==> src/rtl/addsub_stim_checker_pkg.sv <==
// addsub_chk_pkg: shared types, constants and the reference model for the add/sub stimulus checker.
package addsub_chk_pkg;

    typedef enum logic [1:0] {IDLE, RUN, DRAIN, DONE} state_t;

    localparam logic [31:0] LFSR_MASK   = 32'h8020_0003;
    localparam int          DEF_LATENCY = 2;
    localparam logic [31:0] DEF_SEED    = 32'h0000_0001;

    // a = low half, b = high half, bit 0 selects add (1) or subtract (0)
    function automatic logic [31:0] expected_result(input logic [31:0] v);
        logic [31:0] a;
        logic [31:0] b;
        a = {16'h0, v[15:0]};
        b = {16'h0, v[31:16]};
        return v[0] ? a + b : a - b;
    endfunction

endpackage

==> src/rtl/addsub_stim_checker_lfsr.sv <==
// lfsr32: 32-bit Galois LFSR on the falling edge.
//   load  : take seed (priority over advance)
//   advance: step one position
//   q     : current state
module lfsr32
    import addsub_chk_pkg::*;
(
    input  logic        clk,
    input  logic        rst,
    input  logic        load,
    input  logic        advance,
    input  logic [31:0] seed,
    output logic [31:0] q
);
    always_ff @(negedge clk) begin
        if (rst)
            q <= 32'h1;
        else if (load)
            q <= seed;
        else if (advance)
            q <= {1'b0, q[31:1]} ^ (q[0] ? LFSR_MASK : 32'h0);
    end
endmodule

==> config.mk <==
export PLATFORM = sky130hd
export DESIGN_NAME = lfsr32
export DESIGN_NICKNAME = d
export VERILOG_FILES = /design/src/rtl/addsub_stim_checker_pkg.sv /design/src/rtl/addsub_stim_checker_lfsr.sv
export SDC_FILE = /design/constraint.sdc
export NUM_CORES = 1
export LEC_CHECK = 0
export ABC_AREA = 1
export BUFFER_PORTS_ARGS = -buffer_cell sky130_fd_sc_hd__buf_4
export CAP_MARGIN = 20
export CORE_MARGIN = 5
export CORE_UTILIZATION = 41
export CTS_BUF_LIST = sky130_fd_sc_hd__clkbuf_8
export DETAILED_ROUTE_END_ITERATION = 7
export GPL_ROUTABILITY_DRIVEN = 0
export GPL_TIMING_DRIVEN = 0
export MAX_ROUTING_LAYER = met4
export PLACE_DENSITY_LB_ADDON = 0.2
export SLEW_MARGIN = 40
export SYNTH_ARGS = -nofsm -noshare
export SYNTH_HDL_FRONTEND = slang
export SYNTH_SLANG_ARGS = --single-unit
==> constraint.sdc <==
create_clock -name clk -period 2.2 [get_ports clk]
set_input_delay 0.44 -clock clk [delete_from_list [all_inputs] [get_ports clk]]
set_output_delay 0.44 -clock clk [all_outputs]
set_load 0.02 [all_outputs]
==> results_dict.tcl <==
set metrics [dict create \
    io_buffer_count 66 \
    p_leak_nw 1.67 \
    htreeDepth 2 \
    die_area_um2 5260 \
    tns_ns -4.08 \
    top_register "q" \
    reg.largest.list "q: 32 flops" \
    rr_endpoint "q[24]" \
    largest_reg_flops 32 \
    reg2regPathDepth 6 \
    avgSynthCellArea_um2 6.42 \
    whs_path_depth 3 \
    cts_sinks 32 \
    vias 2051 \
    antenna_found_initial 0 \
    power.density_nw_per_um2 612 \
    antenna_left 0 \
    status "complete, but fails checks" \
    grt_pass1_wl_mm 8.40 \
    fin_ws_ns -0.160 \
    via_per_inst 4.77 \
    yosysWarnings 0 \
    cp-startpoint "q[6]" \
    critPathMaxStageDelay_ns 0.35 \
    yosys.area_share.simple_pct 41.7 \
    synth.largest_area_cell "dfxtp_1" \
    clock_path_buffers 2 \
    area_growth_pct 71.2 \
    io_pins 68 \
    nNetsFinal 420 \
    cp.depth 1 \
    hold_viol_final 0 \
    wl_per_cell_um 12.0 \
    drt_iter0_drc 174 \
    dr.pass1.iters 5 \
    maxCapViolCount 0 \
    grt_pass1_vias 2023 \
    seq_area_frac_synth_pct 39.9 \
    path_delay_family "flip-flops" \
    end_kind "output pin" \
    stdcell_area_um2 2750 \
    cts-root-buf "clkbuf_8" \
    cts_buffers 5 \
    die_w_um 72.6 \
    slew_violations 0 \
    drive_gt1_share_pct 39.5 \
    hold_class "reg2reg" \
    critPathRequiredTime_ns 1.76 \
    critPathLaunchType "flip-flop" \
    die-height_um 72.6 \
    cts.reportedPaths.clkPinSlew_ns 0.05 \
    dp_hpwl_mm 3.14 \
    synth_xor_area_share_pct 0.546 \
    drc_errors 0 \
    vdd_drop_max_mv 0.411 \
    start_util_pct 43.2 \
    synth_fa_ha_area_share_pct 0 \
    worst-path-max-fanout 3 \
    diodes 0 \
    crit_chain "buf_6" \
    hold_buffers 0 \
    worst-path-buf-inv 1 \
    rsz0062_at_grt "true" \
    tightest_slew_ns 0.475 \
    violations "setup timing" \
    drt-total-wl_mm 5.17 \
    timing.rr.start "q[25]" \
    ys_seq_elements 32 \
    preCtsSetupSlack_ns -0.174 \
    ys_types 14 \
    cts_tree "done" \
    synth_top_family_by_area "simple AND/OR/NAND/NOR gates" \
    synthesis.area_um2 1600 \
    grt_max_degree 11 \
    finalSetupViolCount 32 \
    worstPathArrival_ns 1.92 \
    max_slew_margin_pct 68.3 \
    synthesis.nets 286 \
    instances_no_fill 430 \
    synthTopCellsByArea "dfxtp_1 (40%), nand2_1 (22%), nand3_1 (18%), inv_1 (8.7%), buf_2 (3.1%)" \
    rrSetupSlack_ns 1.25 \
    slowest_stage "dfxtp_2" \
    clk_latency_ns 0.36 \
    grt-ovfl-total 0 \
    place_area_um2 2170 \
    synth.area.mux_share_pct 0 \
    track_usage_pct 20.8 \
    dpl.cell_count 364 \
    netlist.area_leader.share_pct 39.9 \
    worstSetupPathType "reg2out" \
    synthCells 250 \
    synth-compound-area-share_pct 2.50 \
    coreArea_um2 3720 \
    clock_skew_ns 0.0138 \
    endpoint "q[6]" \
    rows 22 \
]
cells in the mapped netlist (all sizes together):
library cell and n:
dfxtp 32, xnor2 1, clkbuf 1, nor2 2, o21ai 2, nand2 95
inv 38, a21oi 6, nand3 58, buf 15
cell usage in the layout (no fill, tap or decap), drive strengths merged:
cell type and n:
a21oi 6, buf 111, clkbuf 6, dfxtp 32, inv 69, nand2 95, nand3 58, nor2 2
o21ai 2, xnor2 1
report_power, final:
| part | internal [mW] | leakage, nW | total, mW | switching, mW |
|---|---|---|---|---|
| Combinational | 0.200 | 1.19 | 0.384 | 0.184 |
| Clock | 0.282 | 0.206 | 0.643 | 0.362 |
| Sequential | 0.627 | 0.276 | 0.654 | 0.0272 |
| Total | 1.11 | 1.67 | 1.68 | 0.573 |
how the worst min path moves through the flow:
stage          start    end  slack (ns)
2_1_floorplan   q[4]   q[4]        0.55
5_1_grt        q[22]  q[21]        0.61
3_5_place_dp    q[4]   q[4]        0.48
3_3_place_gp    q[4]   q[4]        0.49
6_report       q[22]  q[21]        0.57
4_1_cts        q[29]  q[29]        0.57
cells by family after synthesis:
family          count (synthesis)
buf+inv                        54
compound gates                  8
flops                          32
simple gates                  155
xor+xnor                        1
final cells by class:
type                       count  area (µm²)
tap                           48        60.1
buffer                        16         114
fill                         315         970
multi-input combinational    164         718
sequential                    32         686
clock buffer                   5        68.8
inverter                      37         139
timing repair buffer          96         841
clock inverter                32         120
worst min-delay path, cell delays in order, from the launching register on:
cell and delay [ns]:
dfxtp_4 0.36, nand2_1 0.05, nand3_1 0.07, a21oi_1 0.06
routing by layer:
| metal | track usage (%) | up-vias | share of wire, % |
|---|---|---|---|
| met5 | - | - | 0 |
| met2 | 34.2 | 70 | 50 |
| met3 | 7.76 | 15 | 6.7 |
| met1 | 21.5 | 935 | 41 |
| met4 | 10.9 | 0 | 2.4 |
| li1 | - | 1031 | - |
stage by stage:
| stage | hold slack, ns | util (%) | power, mW |
|---|---|---|---|
| detailed placement | 0.483 | 58.4 | 1.05 |
| finish | 0.568 | 73.9 | 1.68 |
| global placement | 0.485 | 58.4 | 1.05 |
| global route | 0.609 | 73.9 | 1.79 |
| CTS | 0.570 | 73.7 | 1.69 |
| floorplan | 0.546 | - | 0.915 |
what timing repair did:
item / 4_1_cts / 5_1_grt
pin swaps: 0 / 0
resized for setup: 66 / 0
endpoints found under the setup margin: 32 / 32
buffers inserted: 29 / 1
gates cloned: 0 / 0
No activity file was read; power rests on OpenSTA's default activity.
